**config.mk**
```make
export PLATFORM = sky130hd
export DESIGN_NAME = serial_add_sub
export DESIGN_NICKNAME = d
export VERILOG_FILES = /design/src/rtl/serial_add_sub.sv
export SDC_FILE = /design/constraint.sdc
export NUM_CORES = 1
export LEC_CHECK = 0
export CORE_AREA = 2 2 111 113
export CTS_CLUSTER_DIAMETER = 50
export DETAILED_ROUTE_END_ITERATION = 6
export DIE_AREA = 0 0 113 115
export REMOVE_ABC_BUFFERS = 1
export SLEW_MARGIN = 20
export SYNTH_ARGS = -nofsm -noshare
export SYNTH_HDL_FRONTEND = slang
export SYNTH_SLANG_ARGS = --single-unit
```
**constraint.sdc**
```tcl
create_clock -name clk -period 1.92 [get_ports clk]
set_clock_uncertainty 0.05 [all_clocks]
set_input_delay 0.288 -clock clk [delete_from_list [all_inputs] [get_ports clk]]
set_output_delay 0.288 -clock clk [all_outputs]
set_load 0.03 [all_outputs]
```
**src/rtl/serial_add_sub.sv**
```systemverilog
// Slice-serial adder/subtractor: SLICE bits per clock through a ripple of full
// adders, with a registered carry between slices; strt/done handshake.
//
// state | meaning
// IDLE  | waiting for strt; result and flags hold the last completed value
// BUSY  | slices in progress, one per clock, LSB slice first
module serial_add_sub #(
  parameter int WIDTH = 16,
  parameter int SLICE = 1
) (
  input  logic             clk,
  input  logic             rst_n,
  input  logic             strt,
  input  logic             sub,
  input  logic [WIDTH-1:0] A,
  input  logic [WIDTH-1:0] B,
  output logic [WIDTH-1:0] result,
  output logic             Cout,
  output logic             OV,
  output logic             Z,
  output logic             busy,
  output logic             done
);

  localparam int N  = WIDTH / SLICE;
  localparam int CW = (N > 1) ? $clog2(N) : 1;
  localparam logic [CW-1:0] LAST = CW'(N - 1);

  localparam logic IDLE = 1'b0;
  localparam logic BUSY = 1'b1;

  logic             state;
  logic [WIDTH-1:0] a_shft;
  logic [WIDTH-1:0] b_shft;
  logic             carry;
  logic             a_msb;
  logic             b_msb;
  logic [CW-1:0]    counter;

  logic [SLICE:0]   cc;
  logic [SLICE-1:0] s;
  logic [WIDTH-1:0] res_nxt;

  assign busy  = (state == BUSY);
  assign cc[0] = carry;

  for (genvar i = 0; i < SLICE; i++) begin : g_fa
    assign s[i]    = a_shft[i] ^ b_shft[i] ^ cc[i];
    assign cc[i+1] = (a_shft[i] & b_shft[i]) | (cc[i] & (a_shft[i] ^ b_shft[i]));
  end

  // With a single slice the whole result is produced in one step.
  if (SLICE == WIDTH) begin : g_one
    assign res_nxt = s;
  end else begin : g_multi
    assign res_nxt = {s, result[WIDTH-1:SLICE]};
  end

  always_ff @(posedge clk or negedge rst_n) begin
    if (!rst_n) begin
      state   <= IDLE;
      a_shft  <= '0;
      b_shft  <= '0;
      carry   <= 1'b0;
      a_msb   <= 1'b0;
      b_msb   <= 1'b0;
      counter <= '0;
      result  <= '0;
      Cout    <= 1'b0;
      OV      <= 1'b0;
      Z       <= 1'b0;
      done    <= 1'b0;
    end else begin
      done <= 1'b0;
      case (state)
        IDLE: begin
          if (strt) begin
            a_shft  <= A;
            b_shft  <= sub ? ~B : B;
            carry   <= sub;
            a_msb   <= A[WIDTH-1];
            b_msb   <= sub ? ~B[WIDTH-1] : B[WIDTH-1];
            counter <= '0;
            result  <= '0;
            Cout    <= 1'b0;
            OV      <= 1'b0;
            Z       <= 1'b0;
            state   <= BUSY;
          end
        end
        default: begin
          result  <= res_nxt;
          a_shft  <= a_shft >> SLICE;
          b_shft  <= b_shft >> SLICE;
          carry   <= cc[SLICE];
          counter <= counter + 1'b1;
          if (counter == LAST) begin
            state <= IDLE;
            done  <= 1'b1;
            Cout  <= cc[SLICE];
            OV    <= (a_msb == b_msb) && (s[SLICE-1] != a_msb);
            Z     <= (res_nxt == '0);
          end
        end
      endcase
    end
  end

endmodule

```
* Yosys cells after proc, flatten, opt, wreduce, memory -nomap -nowiden *
Cells that the tools add are included.

storage, ports and cells
  bits in registers = 60
  bits of input ports = 36
  output and inout bits = 21
  word-level logic and storage cells = 54

operators by class
  add/subtract/negate cells = 1
  eq/ne operators = 4
  multiplexer cells = 24
  bitwise operators = 8
  reductions and logical operators = 5

operators by type and width
  operator                                       number
  2-to-1 mux 16 bit                              7
  zero test 16 bit                               1
  NOT 16 bit                                     1
  2-to-1 mux 1 bit                               15
  2-to-1 mux 4 bit                               2
  adder 4 x 1 -> 4 bit, second input constant    1
  equality test 4 bit, second input constant     1
  AND reduction 2 bit                            2
  bitwise AND 1 bit                              2
  != test 2 x 1 -> 1 bit, second input constant  1
  NOT 1 bit                                      2
  nonzero test 2 bit                             1
  XOR 1 bit                                      2
  equality test 1 bit                            1
  logical AND 1 bit                              1
  != test 1 bit                                  1
  bitwise OR 1 bit                               1

* Depth between registers and ports, before layout *
  depth after elaboration = 6
  gate-level depth with buffers = 5
  gate-level depth less buffers = 5

* Worst setup path before layout *
Ideal clock, no wire load.

  path type = flip-flop to flip-flop
  start = register a_shft[0]
  end = register Z
  library setup time = 83 ps
  arrival = 1377 ps
  required time = 1787 ps
  setup slack = 410 ps
  cell stages (with the launch flop) = 6
  path buffers = 0
  clock period less this slack = 1510 ps
  cell sequence = dfrtp_1 > inv_1 > fa_1 > nor4b_1 > nand4_1 > o21ai_0

between the ends
  longest elaborated chain between the ends = 5

ends and longest elaborated chain
  item                      RTL line  source
  start: declaration        33        logic [WIDTH-1:0] a_shft;
  start signal: assignment  93        a_shft <= a_shft >> SLICE;
  XOR 1 bit (2 in a row)    48        assign s[i] = a_shft[i] ^ b_shft[i] ^ cc[i];
  zero test 16 bit          102       Z <= (res_nxt == '0);
  2-to-1 mux 1 bit          97        if (counter == LAST) begin
  2-to-1 mux 1 bit          75        case (state)
  end signal: assignment    102
  end: declaration          20        output logic Z,

No other way between the ends. The select of a mux whose other input is x is not followed.
A chain may end at the register's enable or synchronous reset.

* Final worst setup path *
  start = register result[11]
  end = output port result[11]

RTL lines
  item                      RTL line  source
  start: declaration        17        output logic [WIDTH-1:0] result,
  start signal: assignment  92        result <= res_nxt;

No word-level cell between the ends.

==> metrics.md <==
| Metric | Value |
|---|---|
| Initial antenna violation count | 0 |
| Die Y | 115 um |
| Layout Nets | 363 |
| Worst hold path type | in -> reg |
| Site Rows | 40 |
| CTS clock-pin slew for the worst setup and hold paths | 50 ps |
| DP Worst Slack | 288 ps |
| Clock power frac | 28.0% |
| Final setup vio count | 0 |
| Vias | 2091 |
| Master of the slowest instance on the critical path | clkdlybuf4s50_1 |
| DR WL/cell | 12.7 um |
| Delay of the slowest critical-path stage | 690 ps |
| Share of layout cells above drive strength 1 | 10.0% |
| Critical path's top delay family | buffers and inverters |
| Setup ws final | 150 ps |
| DIE AREA | 0.0130 mm2 |
| Vias per Instance | 4.38 |
| Largest net degree at the start of global routing | 61 |
| Worst Path Max Fanout | 4 |
| Cells along the critical path | clkdlybuf4s50_1 |
| Vias in the first global route | 2033 |
| Final worst-path cycle share | 92.2% |
| Latest clock arrival within the worst-skew pair | 330 ps |
| Switching power | 2.04 mW |
| Area Growth Syn to Fin | 36.0% |
| Cell leakage power | 1.77 nW |
| Pwr Total | 5.84 mW |
| Critical path class | reg -> out |
| Status | finished with violations |
| Cell with the most instances after synthesis | dfrtp_1 |
| Total gr overflow | 0 |
| Pre-antenna DRT Iters | 6 |
| Antenna Nets Post-Route | 0 |
| IO buf count | 56 |
| Synth Warn # | 0 |
| Max VDD drop | 0.541 mV |
| Max-slew violations | 0 |
| Switching fraction of total power | 34.9% |
| Half-perimeter wire length after placement | 4100 um |
| CP endpoint kind | output pin |
| Slew Limit Headroom | 70.4% |
| H-tree Lvls | 3 |
| Post-synth top area cell | dfrtp_1 |
| Synthesized cell area | 0.00289 mm2 |
| Core Region | 0.0118 mm2 |
| ANT cells | 0 |
| First-pass GRT wire length | 10100 um |
| CTS resizes | 0 |
| Post-synth EDFFs | 0 |
| Drt first-iter violations | 98 |
| Startpoint type of the worst setup path | flip-flop |
| Cell variety after synth | 35 |
| Comb pwr share | 34.8% |
| WL final | 6070 um |
| CP bufs+invs | 1 |
| GRT Total Usage | 9.91% |
| Hold slack | 357 ps |
| Asr flop ratio synth | 100% |
| Number of max-cap violations | 0 |
| FMAX | 0.565 GHz |
| Buffer depth of the longest clock path | 2 |
| Area share of the largest cell type after synthesis | 52.0% |
| Primary FF master, synth | dfrtp_1 |
| Power per cell area | 1490 mW/mm2 |
| Largest cells by area after synthesis | dfrtp_1 52%, mux2i_1 12%, o21ai_0 6.2% |
| Worst path required time | 1580 ps |
| Post-synth top cells | 60 x dfrtp_1, 43 x nand2_1, 36 x o21ai_0 |
| # DRC | 3 |
| Die Wd | 113 um |
| Setup_tns | 0 ps |
| Sequential fraction of the synthesis area | 52.0% |
| Post-Syn Instances | 268 |
| RePlAce Congestion | 0.731 |
| Crit path DAT | 1430 ps |
| Clk root buf | clkbuf_16 |
| Worst Max-Slew Pin Slew | 440 ps |
| CTS buffer count | 9 |
| Top-Level Pins | 57 |
| Fin crit period | 1770 ps |
| Initial cell density of the core | 24.4% |
| Failing checks | DRC |
| Fin. Hold Viols | 0 |
| CTS sink cnt | 60 |
| Seq pwr share | 37.1% |
| Average size of a mapped cell | 10.8 um2 |
| Yosys reg bits | 60 |
| RSZ-0062 raised after global routing | false |
| CTS tree | built |
| P_int | 3.80 mW |
per-stage QoR:
step           std cells  cell area (um2)  util (%)
3_3_place_gp         460             3610      30.6
5_1_grt              477             3930      33.3
2_1_floorplan        249             2750         -
3_5_place_dp         460             3610      30.6
4_1_cts              477             3930      33.3
6_report             477             3930      33.3
registers in the layout, summed over array words and instances (netlist names):
register  count
a_shft       16
b_shft       16
result       16
counter       4
Cout          1
OV            1
Z             1
a_msb         1
b_msb         1
busy          1
carry         1
done          1
placed cells by master, fill, tap and decap left out, types with 5 or more instances in the layout:
cell             count
a22o_1               7
buf_12               6
clkbuf_16            9
clkdlybuf4s50_1     53
dfrtp_1             59
inv_1                5
mux2i_1             34
nand2_1             43
nand2b_1            13
o21ai_0             36
o21ai_1              8
xor2_1              16
cells by family after synthesis:
group                    Yosys count  share of synthesized area, %
buffers and inverters             24                          5.55
XOR/XNOR                          18                          5.72
adder cells (fa/ha/maj)            2                          1.13
multiplexers                      35                          12.2
AND/OR/NAND/NOR                   74                          12.6
AO/OA/AOI/OAI                     55                          10.9
flip-flops                        60                          52.0
metal layers:
layer / wire length (um) / track usage [%]
met3: 333 / 3.64
met1: 2910 / 12.7
met4: 85 / 3.90
met2: 2740 / 15.3
met5: 0 / 0
cell type report:
cell class / instances / area, um2
fill: 1212 / 7880
sequential: 60 / 1500
multi-input combinational: 184 / 1230
timing repair buffer: 65 / 693
clock buffer: 12 / 256
tap: 147 / 184
clock inverter: 4 / 47.5
inverter: 5 / 18.8
power groups by stage:
stage / clock network, mW / registers [mW] / logic, mW
after global placement: 0 / 2.17 / 2.01
final: 1.64 / 2.17 / 2.03
after global routing: 1.74 / 2.25 / 2.25
after floorplan: 0 / 2.53 / 0.827
after CTS: 1.69 / 2.17 / 2.07
after detailed placement: 0 / 2.19 / 2.06
final timing paths:
check | slack (ps) | start | depth (start not counted) | end
hold / removal | 360 | strt | 2 | result[10]
max in group asynchronous | 1090 | rst_n | 3 | busy
setup reg to reg | 300 | a_shft[0] | 5 | Z
min in group asynchronous | 450 | rst_n | 3 | result[6]
hold reg to reg | 430 | a_shft[6] | 2 | a_shft[5]
setup / recovery | 150 | result[11] | 1 | result[11]
timing repair:
item | in CTS | in global routing
endpoints found under the setup margin | 0 | 0
endpoints found under the hold margin | 60 | 0
hold buffers | 1 | 0
buffers inserted | 0 | 0
Note: power is estimated with default switching activity, not from simulation.
